[src/rtl/clock_divider_prog_if.sv]
// clock_divider_prog_if: run control, ratio programming and divided-clock outputs of the divider
interface clock_divider_prog_if #(parameter int CNT_W = 16);
  logic en;
  logic load;
  logic [CNT_W-1:0] div_ratio;
  logic clk_out;
  logic tick;
  logic ratio_ack;
  logic running;
  logic [CNT_W-1:0] cur_div;
  modport master(output en, load, div_ratio, input clk_out, tick, ratio_ack, running, cur_div);
  modport slave(input en, load, div_ratio, output clk_out, tick, ratio_ack, running, cur_div);
endinterface

[src/rtl/clock_divider_prog.sv]
// clock_divider_prog: glitch-free programmable clock divider, ratio and enable applied at period boundaries
module clock_divider_prog #(
  parameter int CNT_W = 16,
  parameter int DEFAULT_DIV = 4
) (
  input logic clk_in,
  input logic reset,
  clock_divider_prog_if.slave bus
);
  typedef enum logic {IDLE, RUN} state_t;
  state_t state_q, state_d;
  logic [CNT_W-1:0] cnt_q, cnt_d, cur_q, cur_d, pend_q, pend_d;
  logic clk_q, clk_d, tick_q, tick_d, ack_q, ack_d, pv_q, pv_d;
  logic [CNT_W:0] hi, nxt;
  logic last, bnd;
  always_comb begin
    hi = ({1'b0, cur_q} + 1'b1) >> 1;
    nxt = {1'b0, cnt_q} + 1'b1;
    last = cnt_q == cur_q - 1'b1;
    bnd = bus.en && (state_q == IDLE || last);
    state_d = state_q;
    cnt_d = cnt_q;
    clk_d = clk_q;
    tick_d = 1'b0;
    ack_d = 1'b0;
    cur_d = cur_q;
    pend_d = pend_q;
    pv_d = pv_q;
    if (bnd) begin
      state_d = RUN;
      cnt_d = '0;
      clk_d = 1'b1;
      tick_d = 1'b1;
      if (pv_q) begin
        cur_d = pend_q;
        pv_d = 1'b0;
        ack_d = 1'b1;
      end
    end else if (state_q == RUN && !last) begin
      cnt_d = nxt[CNT_W-1:0];
      clk_d = nxt < hi;
    end else begin
      state_d = IDLE;
      cnt_d = '0;
      clk_d = 1'b0;
    end
    // a load on a boundary edge is captured after the swap, so it waits for the next boundary
    if (bus.load) begin
      pend_d = (bus.div_ratio < CNT_W'(2)) ? CNT_W'(2) : bus.div_ratio;
      pv_d = 1'b1;
    end
  end
  always_ff @(posedge clk_in) begin
    if (reset) begin
      state_q <= IDLE;
      cnt_q <= '0;
      clk_q <= 1'b0;
      tick_q <= 1'b0;
      ack_q <= 1'b0;
      cur_q <= CNT_W'(DEFAULT_DIV);
      pend_q <= CNT_W'(DEFAULT_DIV);
      pv_q <= 1'b0;
    end else begin
      state_q <= state_d;
      cnt_q <= cnt_d;
      clk_q <= clk_d;
      tick_q <= tick_d;
      ack_q <= ack_d;
      cur_q <= cur_d;
      pend_q <= pend_d;
      pv_q <= pv_d;
    end
  end
  assign bus.clk_out = clk_q;
  assign bus.tick = tick_q;
  assign bus.ratio_ack = ack_q;
  assign bus.running = state_q == RUN;
  assign bus.cur_div = cur_q;
endmodule

[src/flat_wrapper.sv]
// flat-port wrapper written by rule: the top's interface ports become plain ports
module clock_divider_prog_flat 
#(
  parameter int CNT_W = 16,
  parameter int DEFAULT_DIV = 4
)
  (clk_in, reset, bus_en, bus_load, bus_div_ratio, bus_clk_out, bus_tick, bus_ratio_ack, bus_running, bus_cur_div);
  clock_divider_prog_if #(.CNT_W(CNT_W)) bus_i ();
  input logic clk_in;
  input logic reset;
  input wire logic [$bits(bus_i.en)-1:0] bus_en;
  input wire logic [$bits(bus_i.load)-1:0] bus_load;
  input wire logic [$bits(bus_i.div_ratio)-1:0] bus_div_ratio;
  output wire logic [$bits(bus_i.clk_out)-1:0] bus_clk_out;
  output wire logic [$bits(bus_i.tick)-1:0] bus_tick;
  output wire logic [$bits(bus_i.ratio_ack)-1:0] bus_ratio_ack;
  output wire logic [$bits(bus_i.running)-1:0] bus_running;
  output wire logic [$bits(bus_i.cur_div)-1:0] bus_cur_div;
  assign bus_i.en = bus_en;
  assign bus_i.load = bus_load;
  assign bus_i.div_ratio = bus_div_ratio;
  assign bus_clk_out = bus_i.clk_out;
  assign bus_tick = bus_i.tick;
  assign bus_ratio_ack = bus_i.ratio_ack;
  assign bus_running = bus_i.running;
  assign bus_cur_div = bus_i.cur_div;
  clock_divider_prog #(.CNT_W(CNT_W), .DEFAULT_DIV(DEFAULT_DIV)) u_core (.clk_in(clk_in), .reset(reset), .bus(bus_i));
endmodule
[config.mk]
export PLATFORM = sky130hd
export DESIGN_NAME = clock_divider_prog_flat
export DESIGN_NICKNAME = d
export VERILOG_FILES = /design/src/rtl/clock_divider_prog_if.sv /design/src/rtl/clock_divider_prog.sv /design/src/flat_wrapper.sv
export SDC_FILE = /design/constraint.sdc
export NUM_CORES = 1
export LEC_CHECK = 0
export BUFFER_PORTS_ARGS = -buffer_cell sky130_fd_sc_hd__buf_2
export CAP_MARGIN = 20
export CELL_PAD_IN_SITES_DETAIL_PLACEMENT = 1
export CELL_PAD_IN_SITES_GLOBAL_PLACEMENT = 2
export CORE_UTILIZATION = 37
export DETAILED_ROUTE_END_ITERATION = 10
export PLACE_DENSITY = 0.78
export SLEW_MARGIN = 15
export SYNTH_ARGS = -nofsm -noshare
export SYNTH_HDL_FRONTEND = slang
export SYNTH_SLANG_ARGS = --single-unit
[constraint.sdc]
create_clock -name clk_in -period 3.4 [get_ports clk_in]
set_input_delay 0.17 -clock clk_in [delete_from_list [all_inputs] [get_ports clk_in]]
set_output_delay 0.17 -clock clk_in [all_outputs]
set_load 0.005 [all_outputs]
### Word-level counts from Yosys, hierarchy flattened

Cells that the tools add are included.

| word-level totals | value |
|---|---|
| output and inout port bits | 20 |
| bits in registers | 53 |
| input bits | 20 |
| word-level logic and storage cells | 35 |

| operators by class | value |
|---|---|
| magnitude comparators | 2 |
| add/subtract/negate cells | 3 |
| reduce and logical (&&, ||, !) cells | 8 |
| equality and inequality tests | 2 |
| muxes and demuxes | 9 |
| bitwise gates (word level) | 3 |

Operators by type and width:

| kind | number |
|---|---|
| $add 16x1->17 const B | 2 |
| $lt 17x16->1 | 1 |
| $eq 16x16->1 | 1 |
| $lt 16x2->1 const B | 1 |
| $mux 16 | 1 |
| $sub 16x1->16 const B | 1 |
| $mux 1 | 8 |
| $not 1->1 | 3 |
| $reduce_or 3->1 | 1 |
| $logic_and 1x1->1 | 2 |
| $ne 2x1->1 const B | 1 |
| $reduce_and 2->1 | 1 |
| $reduce_bool 2->1 | 1 |
| $reduce_or 2->1 | 1 |
| $logic_not 1->1 | 1 |
| $logic_or 1x1->1 | 1 |

### Depth between registers and ports, before layout

Gate-level depths: netlist (run 1).

| depth | value |
|---|---|
| depth in word-level cells | 6 |
| gate-level depth with buffers | 14 |
| gate-level depth less buffers | 13 |

### Worst setup path before layout (run 1)

No wires, ideal clock.

| path | value |
|---|---|
| kind | register to register |
| from | reg u_core.cur_q[2], in the netlist u_core.bus.cur_div[2] |
| to | reg u_core.clk_q, in the netlist u_core.bus.clk_out |
| period minus slack after synthesis | 2.512 ns |
| setup slack | 0.888 ns |
| stages on the path, launching flop included | 14 |
| arrival time | 2.438 ns |
| required time | 3.325 ns |
| library setup time | 0.075 ns |
| path buffers | 1 |
| path through | dfxtp_1 -> buf_6 -> and3_2 -> and3_1 -> nand3_1 -> nor2_1 -> nand2_1 -> xor2_1 -> ha_1 -> a21oi_1 -> o21ai_0 -> o311ai_0 -> a21oi_1 -> o22ai_1 |

| on the way | value |
|---|---|
| cells in the longest elaborated chain, start to end | 6 |
| elaborated cells on any way between the ends | 10 |

Ends and longest elaborated chain:

| element | RTL line | RTL |
|---|---|---|
| start: declaration | clock_divider_prog.sv:12 | `logic [CNT_W-1:0] cnt_q, cnt_d, cur_q, cur_d, pend_q, pend_d;` |
| start signal: assignment | clock_divider_prog.sv:60 | `cur_q <= CNT_W'(DEFAULT_DIV);` |
| start signal: assignment | clock_divider_prog.sv:69 | `cur_q <= cur_d;` |
| parallel branches: the longest is 5 deep, another holds $add 16x1->17 | -- |  |
| $mux 1 (*) | clock_divider_prog.sv:29 | `if (bnd) begin` |
| end signal: assignment | clock_divider_prog.sv:66 | `clk_q <= clk_d;` |
| end: declaration | clock_divider_prog.sv:13 | `logic clk_q, clk_d, tick_q, tick_d, ack_q, ack_d, pv_q, pv_d;` |

Every way passes the cells marked *.
A chain may end at the register's enable or synchronous reset.

### Worst setup path after layout (run 1)

| path | value |
|---|---|
| from | reg u_core.cur_q[4], in the netlist u_core.bus.cur_div[4] |
| to | reg u_core.clk_q, in the netlist u_core.bus.clk_out |

Same word-level chain as after synthesis.

==> flow_summary.ini, run 1 <==
[place]
dp_cells = 510
place_hpwl_um = 6450
place_congestion = 0.789
pre_cts_slack_ns = 0.475
numPortBuffers = 39

[hold_path]
hold_start = bus_div_ratio[2]
hold_class = in -> reg

[worst_setup_path]
critPathMostFrequentCell = a21oi_1
timing.critical_path.required_ns = 3.64
setup.worst_path.start_class = flop
worstPathCellList = and3_2 > and3_1 > nand3_1 > nor2_1 > nand2_1 > xor2_1 > ha_1 > a21oi_1 > o21ai_0 > o311ai_0 > a21oi_1 > o22ai_1
crit_slowest_cell = dfxtp_1
endpoint_kind = flop
worstSetupPathType = reg -> reg
crit_buf_inv = 0
crit_arrival_ns = 3.18
slowest_delay_ns = 0.57
startpoint = u_core.bus.cur_div[4]$_SDFFE_PP0P_
reg2reg_from = u_core.bus.cur_div[4]$_SDFFE_PP0P_
crit_path_max_fanout = 9
cp_top_family = simple AND/OR/NAND/NOR gates

[pwr]
powerDensity_mw_per_mm2 = 325
p_leak_nw = 1.55
ir_drop_mv = 0.143

[sta]
tns_ns = 0
slew_violations = 0
skew_ns = 0.00826
rsz0062_at_grt = false
fin_ws_ns = 0.468
worst_pin_slew_ns = 0.751
clock.fmax_ghz = 0.341
hold_violations = 0
slew_headroom_pct = 49.9
fin_crit_sh_pct = 86.2
layout_min_cycle_time_ns = 2.93
setup_violations = 0

[job]
drv_cap = 0

[outcome]
run_status = finished, final reports clean

[floorplanning]
fp-row-count = 34
die_h_um = 98.9
coreArea_mm2 = 0.00889
fp.dieW_um = 98.9
dieArea_mm2 = 0.00978
io_pins = 40
initial_core_util_pct = 39.1

[route]
num_vias = 2694
viasPerCell = 5.21
wl_per_cell_um = 16.2
first_pass_iters = 4
drt_wl_total_um = 8380
drc = 0
drt_iter0_drc = 83
ant_nets = 0

[logic_synthesis]
syn_nets = 417
synthCells = 379
async_flop_share_pct = 0
netlist_area_mm2 = 0.00347
seq_area_frac_synth_pct = 30.6
synth_flop_cell = dfxtp_1
synth.avg_cell_area_um2 = 9.16
synth_edf_count = 0
synth-seq-cells = 53
yosys_warnings = 0
post_synth_num_cell_types = 55

[cells_and_area]
fin_cells = 517
area_delta_synth_final_pct = 9.59
antenna_cells = 0
fin_nets = 447
drive_above_1_share_pct = 18.1

[global_route]
grt_pass1_vias = 2785
grt_first_pass_wirelength_um = 14200
grt_max_degree = 47
grt_remaining_overflow = 0
antenna_found_initial = 0
grt_usage_pct = 18.2

[clocking]
clock_latency_ns = 0.31
cts_hold_buf = 0
cts_made_buffers = 5
clkTransAtPathRegs_ns = 0.11
cts_root_buffer = clkbuf_8
cts_resized = 0
cts_setup_buffers = 0
clock-sinks = 53
clockBufferDepth = 2
cts.htree.levels = 2
cts_tree = built
-- cell usage in the layout, fill, tap and decap left out, drive strengths merged, types with 9 or more instances in the layout --
cell type,instances
dfxtp,53
buf,49
nor2,31
mux2i,31
xor2,27
nand2b,25
nand3,22
xnor2,21
nor3b,19
ha,18
nand2,15
o21ai,10
nor4,10
a21oi,9
and3,9
-- path summary, 6_finish.rpt --
check,end,slack (ns),cells past startpoint
worst min-delay path,u_core.pend_q[2]$_SDFFE_PP1P_,0.09,2
worst max register to register,u_core.bus.clk_out$_SDFF_PP0_,0.47,12
worst min register to register,u_core.pend_q[0]$_SDFFE_PP0P_,0.48,2
worst max-delay path,u_core.bus.clk_out$_SDFF_PP0_,0.47,12
-- layer usage --
metal	GRT usage, %	wire [um]
met4	3.79	68
met3	2.34	131
met1	25.0	4270
met2	30.3	3910
met5	0	0
-- logic make-up (layout without fill, tap and decap cells) --
logic type | Yosys count | after routing | synth area share [%]
and+or+nand+nor | 159 | 159 | 28.3
DFF | 53 | 53 | 30.6
xor gates and xnor gates | 48 | 48 | 12.3
AOI/OAI and AO/OA | 38 | 38 | 7.60
buffers and inverters | 32 | 62 | 5.84
muxes | 31 | 31 | 8.94
adders and majority gates | 18 | 18 | 6.49
-- Yosys cell counts, types with 2 or more instances --
library cell / number / area [um^2]
a21oi_1: 9 / 45.0
a311oi_1: 3 / 26.3
a31oi_1: 3 / 18.8
and3_1: 7 / 43.8
and3_2: 2 / 15.0
buf_4: 8 / 60.1
buf_6: 4 / 45.0
clkbuf_1: 10 / 37.5
dfxtp_1: 53 / 1060
ha_1: 18 / 225
inv_1: 6 / 22.5
mux2i_1: 31 / 310
nand2_1: 15 / 56.3
nand2b_1: 24 / 150
nand3_1: 21 / 105
nand3b_1: 3 / 22.5
nand4_1: 5 / 31.3
nor2_1: 31 / 116
nor2b_1: 2 / 12.5
nor3_1: 5 / 25.0
nor3b_1: 17 / 128
nor3b_2: 2 / 25.0
nor4_1: 6 / 37.5
nor4_2: 2 / 25.0
nor4_4: 2 / 42.5
o211ai_1: 2 / 15.0
o21a_1: 2 / 15.0
o21ai_0: 7 / 35.0
or2b_1: 8 / 60.1
xnor2_1: 20 / 175
xor2_1: 27 / 236
-- state kept, by name (all words and copies together) (netlist names) --
name	flops
u_core.bus.clk_out	1
u_core.bus.cur_div	16
u_core.bus.ratio_ack	1
u_core.bus.running	1
u_core.bus.tick	1
u_core.cnt_q	16
u_core.pend_q	16
u_core.pv_q	1
-- final cells by class --
type / instances / area [um^2]
clock inverters: 2 / 38.8
multi-input cells: 294 / 2210
fillers: 1042 / 5090
clock buffers: 5 / 68.8
well taps: 108 / 135
flip-flops and latches: 53 / 1060
inverters: 6 / 22.5
repair buffers: 49 / 270
-- power by group --
group	total [mW]	internal [mW]	switching [mW]
Sequential	0.657	0.640	0.0169
Clock	0.444	0.219	0.225
Combinational	0.135	0.0617	0.0732
-- stage by stage --
stage	cell area, um^2	util, %	power, mW	hold slack [ns]
after floorplan	3470	-	0.765	0.284
after global placement	3700	41.6	0.805	0.405
after detailed placement	3700	41.6	0.807	0.408
after CTS	3800	42.8	1.25	0.0748
after global routing	3800	42.8	1.30	0.0887
final	3800	42.8	1.24	0.0871
Note: power is estimated with default switching activity, not from simulation.
==> inputs of run 2 (changes only) <==
- CORE_MARGIN: unset -> 2
==> run 2 against run 1 <==
Wire length fell by 0.69%. First-iteration DRC count grew 7.2%. Total power decreased by 0.27%. Flip-flop and latch count unchanged. Clock skew up 0.0032 ns. Non-clock buffer count unchanged. Clock power about the same. Via count decreased by 0.56%.
==> flow_summary.ini, run 2 (synthesis results as in run 1) <==
[hold_path]
hold_start = bus_div_ratio[2]
hold_class = in -> reg
whs_path_depth = 2

[global_route]
grt_usage_pct = 17.7
grt_first_pass_wirelength_um = 14200
grt_pass1_vias = 2777
antenna_found_initial = 0
grt_remaining_overflow = 0
grt_max_degree = 69

[cells_and_area]
antenna_cells = 0
fin_nets = 447
drive_above_1_share_pct = 18.1
final_common_cell = dfxtp_1
area_delta_synth_final_pct = 10.1
final-seq-area_mm2 = 0.00106
n_fill_cell = 1073
multi_input_area_mm2 = 0.00221
final_cell_mix = dfxtp_1 (53), buf_2 (39), nor2_1 (31), mux2i_1 (31), xor2_1 (27)
fin_cells = 520

[sta]
slew_headroom_pct = 65.5
worst_pin_slew_ns = 0.518
hold_violations = 0
skew_ns = 0.0115
layout_min_cycle_time_ns = 2.91
tns_ns = 0
setup_violations = 0
fin_crit_sh_pct = 85.5
clock.fmax_ghz = 0.344
rsz0062_at_grt = false
slew_violations = 0

[place]
numPortBuffers = 39
place_hpwl_um = 6470
dp_cells = 512
place_congestion = 0.815

[worst_setup_path]
reg2reg_from = u_core.bus.cur_div[4]$_SDFFE_PP0P_
worst-path-stages = 12
cp_top_family = simple AND/OR/NAND/NOR gates
crit_arrival_ns = 3.15
worstPathCellList = and3_2 > and3_1 > nand3_1 > nor2_1 > nand2_1 > xor2_1 > ha_1 > a21oi_1 > o21ai_0 > o311ai_0 > a21oi_1 > o22ai_1
worstSetupPathType = reg -> reg
startpoint = u_core.bus.cur_div[4]$_SDFFE_PP0P_
endpoint_kind = flop
reg2regPathDepth = 12
slowest_delay_ns = 0.57
crit_path_max_fanout = 9
setup.worst_path.start_class = flop
crit_buf_inv = 0
crit_slowest_cell = dfxtp_1
timing.critical_path.required_ns = 3.64
critPathMostFrequentCell = a21oi_1

[route]
wl_per_cell_um = 16.0
viasPerCell = 5.15
drt_iter0_drc = 89
drt_wl_total_um = 8320
drc = 0
ant_nets = 0
num_vias = 2679
first_pass_iters = 4

[floorplanning]
fp.dieW_um = 101
dieArea_mm2 = 0.0102
io_pins = 40
coreArea_mm2 = 0.00915
fp-row-count = 35
initial_core_util_pct = 37.9
die_h_um = 101

[pwr]
ir_drop_mv = 0.140
switchingPower_mw = 0.311
pwr-share-clk_pct = 35.8
p_int_mw = 0.921
seqPwrFrac_pct = 53.2
power_frac_comb_pct = 11.0
switching_share_pct = 25.2
powerDensity_mw_per_mm2 = 322
p_leak_nw = 1.55

[clocking]
cts_resized = 0
clockBufferDepth = 2
cts_root_buffer = clkbuf_8
cts_made_buffers = 5
cts_setup_buffers = 0
clock-sinks = 53
cts_tree = built
cts.htree.levels = 2
cts_hold_buf = 0
clkTransAtPathRegs_ns = 0.10
clock_latency_ns = 0.32

[outcome]
run_status = finished, final reports clean

[job]
drv_cap = 0
run 2: through the flow:
step	hold WS (ns)	cell area [um^2]	power [mW]	util, %	worst slack, ns
2_1_floorplan	0.284	3470	0.765	-	0.888
6_report	0.0733	3820	1.23	41.7	0.492
4_1_cts	0.0667	3800	1.25	41.5	0.446
5_1_grt	0.0616	3820	1.29	41.7	0.000401
3_5_place_dp	0.403	3690	0.806	40.4	0.491
3_3_place_gp	0.397	3690	0.802	40.4	0.578
run 2: worst register-to-register path, stage by stage, from the launching register on:
cell and delay (ns):
dfxtp_1 0.57, and3_2 0.27, and3_1 0.21, nand3_1 0.15
nor2_1 0.22, nand2_1 0.09, xor2_1 0.16, ha_1 0.29
a21oi_1 0.16, o21ai_0 0.13, o311ai_0 0.35, a21oi_1 0.11
o22ai_1 0.12
run 2: power groups by stage:
stage / logic, mW / clock network [mW] / registers (mW)
final: 0.135 / 0.441 / 0.656
after global routing: 0.152 / 0.477 / 0.659
after CTS: 0.135 / 0.457 / 0.656
after global placement: 0.132 / 0 / 0.670
after floorplan: 0.101 / 0 / 0.664
after detailed placement: 0.135 / 0 / 0.671
run 2: layout make-up:
cell class	count	share of cell area, %
sequential	53	27.8
timing repair buffer	49	7.40
inverter	6	0.589
tap	111	3.63
clock inverter	2	1.02
clock buffer	5	1.80
multi-input combinational	294	57.8
run 2: routing by layer:
layer  track usage [%]  up-vias  part of all wire, %
li1                  -     1377                    -
met1              23.6     1261                   49
met2              29.8       34                   48
met3              2.64        7                  2.5
met4              4.43        0                  1.0
met5                 0        -                    0
run 2: final timing paths:
| path | to | slack [ns] |
|---|---|---|
| setup / recovery | u_core.bus.clk_out$_SDFF_PP0_ | 0.49 |
| hold / removal | u_core.pend_q[2]$_SDFFE_PP1P_ | 0.07 |
| setup reg to reg | u_core.bus.clk_out$_SDFF_PP0_ | 0.49 |
| hold reg to reg | u_core.bus.cur_div[15]$_SDFFE_PP0P_ | 0.48 |
